[src/rtl/ram_sp_mbist.sv]
// Synchronous single-port RAM with registered read and a March C- self-test engine.
// Optional first-failure logging (FAIL_ADDR/FAIL_DATA) under `RAM_SP_MBIST_FAIL_LOG_EN.
module ram_sp_mbist #(
  parameter int ADDR_W = 6,
  parameter int DATA_W = 8,
  parameter int DEPTH  = 2**ADDR_W
) (
  input  logic              CLK,
  input  logic              RST,
  input  logic              RD_EN,
  input  logic              WR_EN,
  input  logic [ADDR_W-1:0] ADDR,
  input  logic [DATA_W-1:0] DIN,
  output logic [DATA_W-1:0] DOUT,
  input  logic              BIST_START,
  output logic              BIST_BUSY,
  output logic              BIST_DONE,
`ifdef RAM_SP_MBIST_FAIL_LOG_EN
  output logic              BIST_FAIL,
  output logic [ADDR_W-1:0] FAIL_ADDR,
  output logic [DATA_W-1:0] FAIL_DATA
`else
  output logic              BIST_FAIL
`endif
);

  typedef enum logic [3:0] {
    S_IDLE, S_M0, S_M1, S_M2, S_M3, S_M4, S_M5, S_FLUSH, S_DONE
  } state_t;

  localparam logic [ADDR_W-1:0] LAST    = ADDR_W'(DEPTH - 1);
  localparam logic [ADDR_W:0]   DEPTH_X = (ADDR_W + 1)'(DEPTH);

  logic [DATA_W-1:0] mem [DEPTH];

  state_t            state, state_nx;
  logic [ADDR_W-1:0] baddr, baddr_nx;
  logic              phase, phase_nx;
  logic              bwr, brd, start;
  logic [DATA_W-1:0] bwdata, bexp;
  logic [DATA_W-1:0] rbg;
  logic              descend;
  logic [ADDR_W-1:0] end_addr;

  logic              bist_busy, bist_done, bist_fail;
  logic              cmp_vld;
  logic [DATA_W-1:0] cmp_data, cmp_exp;
  logic [ADDR_W-1:0] cmp_addr;

  logic [ADDR_W-1:0] rd_addr, mem_wa;
  logic [DATA_W-1:0] rd_word, mem_wd;
  logic              mem_we;

  // M1..M4 each spend two cycles per address: read phase, then write phase.
  always_comb begin
    state_nx = state;
    baddr_nx = baddr;
    phase_nx = phase;
    bwr      = 1'b0;
    brd      = 1'b0;
    bwdata   = '0;
    bexp     = '0;
    start    = 1'b0;
    descend  = (state == S_M3) || (state == S_M4);
    rbg      = ((state == S_M2) || (state == S_M4)) ? '1 : '0;
    end_addr = descend ? '0 : LAST;
    unique case (state)
      S_IDLE, S_DONE: begin
        if (BIST_START) begin
          start    = 1'b1;
          state_nx = S_M0;
          baddr_nx = '0;
          phase_nx = 1'b0;
        end
      end
      S_M0: begin
        bwr    = 1'b1;
        bwdata = '0;
        if (baddr == LAST) begin
          state_nx = S_M1;
          baddr_nx = '0;
        end else begin
          baddr_nx = baddr + 1'b1;
        end
      end
      S_M1, S_M2, S_M3, S_M4: begin
        if (!phase) begin
          brd      = 1'b1;
          bexp     = rbg;
          phase_nx = 1'b1;
        end else begin
          bwr      = 1'b1;
          bwdata   = ~rbg;
          phase_nx = 1'b0;
          if (baddr == end_addr) begin
            unique case (state)
              S_M1:    begin state_nx = S_M2; baddr_nx = '0;   end
              S_M2:    begin state_nx = S_M3; baddr_nx = LAST; end
              S_M3:    begin state_nx = S_M4; baddr_nx = LAST; end
              default: begin state_nx = S_M5; baddr_nx = '0;   end
            endcase
          end else begin
            baddr_nx = descend ? baddr - 1'b1 : baddr + 1'b1;
          end
        end
      end
      S_M5: begin
        brd  = 1'b1;
        bexp = '0;
        if (baddr == LAST) begin
          state_nx = S_FLUSH;
          baddr_nx = '0;
        end else begin
          baddr_nx = baddr + 1'b1;
        end
      end
      S_FLUSH: state_nx = S_DONE;
      default: state_nx = S_IDLE;
    endcase
  end

  always_ff @(posedge CLK) begin
    if (RST) begin
      state     <= S_IDLE;
      baddr     <= '0;
      phase     <= 1'b0;
      bist_busy <= 1'b0;
      bist_done <= 1'b0;
      bist_fail <= 1'b0;
      cmp_vld   <= 1'b0;
      cmp_data  <= '0;
      cmp_exp   <= '0;
      cmp_addr  <= '0;
    end else begin
      state   <= state_nx;
      baddr   <= baddr_nx;
      phase   <= phase_nx;
      cmp_vld <= brd;
      if (brd) begin
        cmp_data <= rd_word;
        cmp_exp  <= bexp;
        cmp_addr <= baddr;
      end
      if (cmp_vld && (cmp_data != cmp_exp)) bist_fail <= 1'b1;
      if (start) begin
        bist_busy <= 1'b1;
        bist_done <= 1'b0;
        bist_fail <= 1'b0;
      end else if (state == S_FLUSH) begin
        bist_busy <= 1'b0;
        bist_done <= 1'b1;
      end
    end
  end

`ifdef RAM_SP_MBIST_FAIL_LOG_EN
  logic [ADDR_W-1:0] fail_addr_q;
  logic [DATA_W-1:0] fail_data_q;

  always_ff @(posedge CLK) begin
    if (RST || start) begin
      fail_addr_q <= '0;
      fail_data_q <= '0;
    end else if (cmp_vld && (cmp_data != cmp_exp) && !bist_fail) begin
      fail_addr_q <= cmp_addr;
      fail_data_q <= cmp_data;
    end
  end

  assign FAIL_ADDR = fail_addr_q;
  assign FAIL_DATA = fail_data_q;
`endif

  // The BIST engine owns the single port while busy; functional access is masked.
  always_comb begin
    rd_addr = bist_busy ? baddr : ADDR;
    rd_word = ({1'b0, rd_addr} < DEPTH_X) ? mem[rd_addr] : '0;
    mem_we  = 1'b0;
    mem_wa  = ADDR;
    mem_wd  = DIN;
    if (!RST) begin
      if (bist_busy) begin
        mem_we = bwr;
        mem_wa = baddr;
        mem_wd = bwdata;
      end else begin
        mem_we = WR_EN && ({1'b0, ADDR} < DEPTH_X);
      end
    end
  end

  always_ff @(posedge CLK) begin
    if (mem_we) mem[mem_wa] <= mem_wd;
  end

  always_ff @(posedge CLK) begin
    if (RST) begin
      DOUT <= '0;
    end else if (!bist_busy && RD_EN) begin
      DOUT <= rd_word;
    end
  end

  assign BIST_BUSY = bist_busy;
  assign BIST_DONE = bist_done;
  assign BIST_FAIL = bist_fail;

endmodule
[config.mk]
export PLATFORM = sky130hd
export DESIGN_NAME = ram_sp_mbist
export DESIGN_NICKNAME = d
export VERILOG_FILES = /design/src/rtl/ram_sp_mbist.sv
export SDC_FILE = /design/constraint.sdc
export NUM_CORES = 1
export LEC_CHECK = 0
export ABC_AREA = 1
export BUFFER_PORTS_ARGS = -buffer_cell sky130_fd_sc_hd__buf_2
export CORE_MARGIN = 2
export CORE_UTILIZATION = 61
export DETAILED_ROUTE_END_ITERATION = 6
export PLACE_DENSITY_LB_ADDON = 0.15
export SYNTH_ARGS = -nofsm -noshare
export SYNTH_HDL_FRONTEND = slang
export SYNTH_SLANG_ARGS = --single-unit
[constraint.sdc]
create_clock -name CLK -period 2.56 [get_ports CLK]
set_input_delay 0.128 -clock CLK [delete_from_list [all_inputs] [get_ports CLK]]
set_output_delay 0.128 -clock CLK [all_outputs]
set_load 0.01 [all_outputs]
; Yosys cells after proc, flatten, opt, wreduce, memory -nomap -nowiden
; Memories as Yosys holds them, arrays and structs flattened.
; Cells that the tools add are included.
[op_classes]
add_sub_neg = 2
n_eq_ne = 16
muxes = 38
bitwise = 1
reduce_logical = 17
[ops]
columns = op, n
row1 = two-way mux 8 bit, 7
row2 = two-way mux 6 bit, 9
row3 = two-way mux 4 bit, 5
row4 = one-hot mux 4 bit (5 select lines), 1
row5 = one-hot mux 6 bit (3 select lines), 1
row6 = "equality test 4 x 3 -> 1 bit, second input constant", 4
row7 = two-way mux 1 bit, 11
row8 = "!= test 2 bit, second input constant", 5
row9 = one-hot mux 3 bit (3 select lines), 1
row10 = "equality test 4 x 2 -> 1 bit, second input constant", 2
row11 = != test 8 bit, 1
row12 = NOT 8 bit, 1
row13 = OR reduction 2 bit, 4
row14 = "adder 6 x 1 -> 6 bit, second input constant", 1
row15 = equality test 6 bit, 1
row16 = "equality test 6 bit, second input constant", 1
row17 = one-hot mux 1 bit (2 select lines), 3
row18 = "subtractor 6 x 1 -> 6 bit, second input constant", 1
row19 = AND reduction 5 bit, 1
row20 = "equality test 4 x 1 -> 1 bit, second input constant", 1
row21 = "equality test 4 bit, second input constant", 1
row22 = logical NOT 4 bit, 1
row23 = nonzero test 2 bit, 2
row24 = OR reduction 4 bit, 1
row25 = other kinds (6), 8
[word_totals]
reg_bits = 39
ram_bits = 512
input_bits = 19
output_inout_bits = 11
word_cells = 85
mem_count = 1
[mem_list]
columns = name, depth, word_bits, read_ports, rd_ports_with_merged_regs, write_ports, line_no
row1 = mem, 64, 8, 1, 0, 1, 34  ; logic [DATA_W-1:0] mem [DEPTH];

; Logic depth before layout (Yosys ltp)
[depth]
depth_word = 8
ltp_mapped = 15
depth_no_buf = 13

; Worst setup path after synthesis
; Ideal clock, no wire load.
[synth_timing]
kind = register to register
from = register bist_busy (netlist: BIST_BUSY)
to = memory mem[56][0] (enable)
setup_time_ns = 0.371
arrival_ns = 1.889
t_required_ns = 2.189
slack_ns = 0.300
stages_incl_launch_ff = 10
path_buffers = 1
synth_period_minus_slack_ns = 2.260
cell_sequence = dfxtp_1 -> inv_2 -> nor2_2 -> inv_2 -> buf_2 -> o21ai_0 -> inv_1 -> nor2_1 -> nand2_1 -> nor2_1
[synth_between]
elab_chain_len = 4
word_cells_on_any_way = 6
cone_classes = 6 x mux
[synth_rtl]
columns = item, line_no
row1 = start: declaration, 45  ; logic bist_busy, bist_done, bist_fail;
row2 = start signal: assignment, 127  ; bist_busy <= 1'b0;
row3 = start signal: assignment, 146  ; bist_busy <= 1'b1;
row4 = start signal: assignment, 150  ; bist_busy <= 1'b0;
row5 = two-way mux 1 bit, 182  ; if (bist_busy) begin
row6 = two-way mux 1 bit, 181  ; if (!RST) begin
row7 = two-way mux 1 bit, 193  ; if (mem_we) mem[mem_wa] <= mem_wd;
row8 = two-way mux 1 bit (implied by the code), 193
row9 = end: declaration, 34
; Several ways; a longest one is shown, not always the timed one.

; Worst setup path after layout
[layout_timing]
from = register bist_busy (netlist: BIST_BUSY)
to = register DOUT[3]
[layout_between]
elab_chain_len = 2
word_cells_on_any_way = 4
cone_classes = 1 x mux / 2 x reduce/logical / 1 x memory
[layout_rtl]
columns = item, line_no
row1 = two-way mux 6 bit or logical NOT 1 bit (tied branches), "176, 199"
row2 = memory read (64 x 8 bit) or logical AND 1 bit (tied branches), n/a
row3 = end signal: assignment, 200  ; DOUT <= rd_word;
row4 = end: declaration, 14  ; output logic [DATA_W-1:0] DOUT,
; Several ways; a longest one is shown, not always the timed one.
; A chain may end at the register's enable or synchronous reset.

==> results.py <==
metrics = {
    "synth": {
        "synth_top_area_share_pct": 62.85,
        "yosysUniqueCellTypes": 35,
        "post-synth-top-area-cell": "edfxtp_1",
        "ys_warn_count": 0,
        "synth_common_cells": "639 x nand2_1, 529 x nand3_1, 512 x edfxtp_1, 472 x inv_1, 103 x nor2_1",
        "synth.most_common_cell": "nand2_1",
        "synth_edf_count": 512,
        "syn_area_sq_um": 24460,
        "avgSynthCellArea_sq_um": 9.742,
        "synth_flop_cell": "edfxtp_1",
        "synthTopCellsByArea": "edfxtp_1 63%, nand3_1 11%, nand2_1 9.8%",
        "syn_nets": 2534,
        "synthCells": 2511,
        "ys_seq_area_share_pct": 65.47,
        "synth-async-reset-ratio_pct": 0,
        "synth_seq_cells": 544,
    },
    "cells_and_area": {
        "area_growth_pct": 14.38,
        "diodes": 0,
        "final_cells": 3201,
        "fin_nets": 2661,
        "drive_gt1_share_pct": 10.99,
    },
    "sta": {
        "relSlewSlack_pct": 30.40,
        "final.setup.tns_ns": 0,
        "min_period_over_period_pct": 95.01,
        "setup_viol": 0,
        "clock-skew-final_ns": 0.01772,
        "drv_slew": 0,
        "worst_pin_slew_ns": 1.043,
        "rsz0062_at_grt": "false",
        "max_freq_mhz": 411.1,
        "hold_viol_final": 0,
        "finalWorstPathRequiredPeriod_ns": 2.432,
    },
    "clock_tree": {
        "cts_tree": "built",
        "clock_sinks": 544,
        "h-tree-depth": 2,
        "clk_latency_ns": 0.61,
        "clockRootBuffer": "clkbuf_16",
        "cts_buffer_depth": 3,
        "cts.clk_slew.worst_paths_ns": 0.06,
        "cts_buffers": 54,
    },
    "grt": {
        "grtUsageTotal_pct": 31.86,
        "grt_max_degree": 81,
        "grt_pass1_vias": 17130,
        "grt_pass1_wl_um": 99360,
        "antenna_found_initial": 2,
        "overflow": 0,
    },
    "setup_path": {
        "cp-end-kind": "register",
        "crit_path_max_fanout": 21,
        "worst-setup-path-type": "register to register",
        "start_kind": "register",
        "cp.arrival_ns": 2.99,
        "cp.required_ns": 3.11,
    },
    "route": {
        "postRouteAntennaNets": 0,
        "routedWlPerCell_um": 20.37,
        "vias_per_cell": 5.630,
        "totalWireLength_um": 65220,
        "vias": 18020,
        "drtIter0Drc": 2398,
        "first_pass_iters": 7,
        "drc": 8,
    },
    "floorplanning": {
        "die-area_sq_um": 41720,
        "fp.dieH_um": 204.3,
        "die_w_um": 204.3,
        "rows": 73,
        "core_area_sq_um": 39640,
        "io_pins": 30,
        "start_util_pct": 61.71,
    },
    "outcome": {
        "status": "complete, but fails checks",
        "failed_checks": "design-rule violations",
    },
    "placed_design": {
        "placed_cells": 3100,
        "routabilityCongestion": 0.8925,
        "dp_hpwl_um": 40020,
        "port_buffers": 29,
    },
    "power_and_ir_drop": {
        "power_density_nw_per_um2": 920.4,
        "vdd_ir_drop_max_mv": 0.6895,
        "p_leak_nw": 12.14,
    },
    "min_path": {
        "hold_class": "input pin to register",
    },
    "flow_run": {
        "cap_violations": 0,
    },
}
[layer usage]
metal  global-route usage [%]  up-vias  wire [um]
li1                         -     8429          -
met1                    45.87     8481      26500
met2                    48.89      954      29510
met3                    6.059      155       7121
met4                    11.41        2       2073
met5                        0        -         10
[metrics by stage]
step / util, % / power [W] / setup slack, ns / hold slack (ns) / instance area, sq um
after CTS: 70.41 / 0.02563 / 0.1555 / 0.1768 / 27910
after global routing: 70.59 / 0.02682 / 0.01855 / 0.2141 / 27980
after global placement: 66.33 / 0.01824 / 0.1841 / 0.4366 / 26290
after floorplan: - / 0.01532 / 0.3002 / 0.2762 / 24460
after detailed placement: 66.33 / 0.01835 / 0.1638 / 0.4666 / 26290
final: 70.59 / 0.02575 / 0.1278 / 0.2000 / 27980
[cell type report]
cell class | instances | area [sq um]
flip-flops and latches | 544 | 16020
fillers | 2917 | 11660
multi-input cells | 1372 | 6148
inverters | 478 | 1797
repair buffers | 188 | 1764
clock buffers | 66 | 1396
well taps | 525 | 656.9
clock inverters | 28 | 202.7
[layout by cell type, fill, tap and decap left out, types with 2 or more instances in the layout]
| master | Yosys | layout |
|---|---|---|
| or2_2 | 2 | 2 |
| ha_1 | 4 | 4 |
| clkbuf_16 | 0 | 54 |
| buf_12 | 0 | 32 |
| clkbuf_1 | 25 | 12 |
| nand2_1 | 639 | 629 |
| nor2_1 | 103 | 103 |
| edfxtp_1 | 512 | 512 |
| buf_4 | 13 | 124 |
| dlygate4sd3_1 | 0 | 2 |
| bufinv_16 | 0 | 2 |
| o21ai_1 | 6 | 5 |
| nand3_1 | 529 | 529 |
| clkinvlp_4 | 0 | 3 |
| nand4_1 | 12 | 12 |
| xor2_1 | 6 | 6 |
| dfxtp_1 | 32 | 32 |
| nand2_4 | 2 | 3 |
| nor2_2 | 3 | 3 |
| buf_2 | 72 | 29 |
| nand2_2 | 4 | 12 |
| a21oi_1 | 9 | 9 |
| a31oi_1 | 6 | 6 |
| o21ai_0 | 29 | 28 |
| clkinv_1 | 1 | 9 |
| nand2_8 | 0 | 2 |
| inv_1 | 472 | 471 |
| inv_2 | 5 | 5 |
| o21ai_2 | 3 | 4 |
| clkinv_2 | 0 | 13 |
| nor3_1 | 6 | 6 |
[registers in the layout, summed over array words and instances, names as in the netlist, 4 cells and up]
name and count:
DOUT 8, baddr 6, mem 512, cmp_data 8
state 4
[path summary, 6_finish.rpt]
path,startpoint,endpoint,slack (ns),depth (start not counted)
min reg2reg,BIST_FAIL$_SDFFE_PP0P_,BIST_FAIL$_SDFFE_PP0P_,0.47,2
max,BIST_BUSY$_SDFFE_PP0P_,DOUT[3]$_SDFFE_PP0P_,0.13,11
min,DIN[0],mem[50][0]$_DFFE_PP_,0.20,4
max reg2reg,BIST_BUSY$_SDFFE_PP0P_,DOUT[3]$_SDFFE_PP0P_,0.13,11
[where the power goes]
group	leakage [nW]	switching [W]	internal (W)	total [W]
clock network	0.783	0.00327	0.00406	0.00733
logic	6.47	0.00548	0.00250	0.00798
registers	4.88	0.000227	0.0102	0.0104
total	12.1	0.00898	0.0168	0.0258
[worst max-delay path: stages, from the launching register on]
cell     delay, ns
dfxtp_1       0.32
buf_4         0.19
nand2_1       0.09
o21ai_2       0.08
inv_1         0.76
buf_4         0.28
nand3_1       0.14
nand3_1       0.15
nand3_1       0.15
nand3_1       0.12
nand2_1       0.06
inv_1         0.05
[cell families (layout without fill, tap and decap cells)]
logic type	after synthesis	in the layout	synth area share, %
AND/OR/NAND/NOR	1303	1304	23.04
buffers and inverters	596	760	9.749
flip-flops	544	544	65.47
AO/OA/AOI/OAI	57	57	1.289
XOR/XNOR	7	7	0.2506
adder cells (fa/ha/maj)	4	4	0.2046
[what timing repair did]
item                       CTS  global route
buffers inserted             0             4
resized for setup            0             2
hold buffers                 2             0
setup endpoints to repair    0            14
hold endpoints to repair     7             0
No activity file was read; power rests on OpenSTA's default activity.
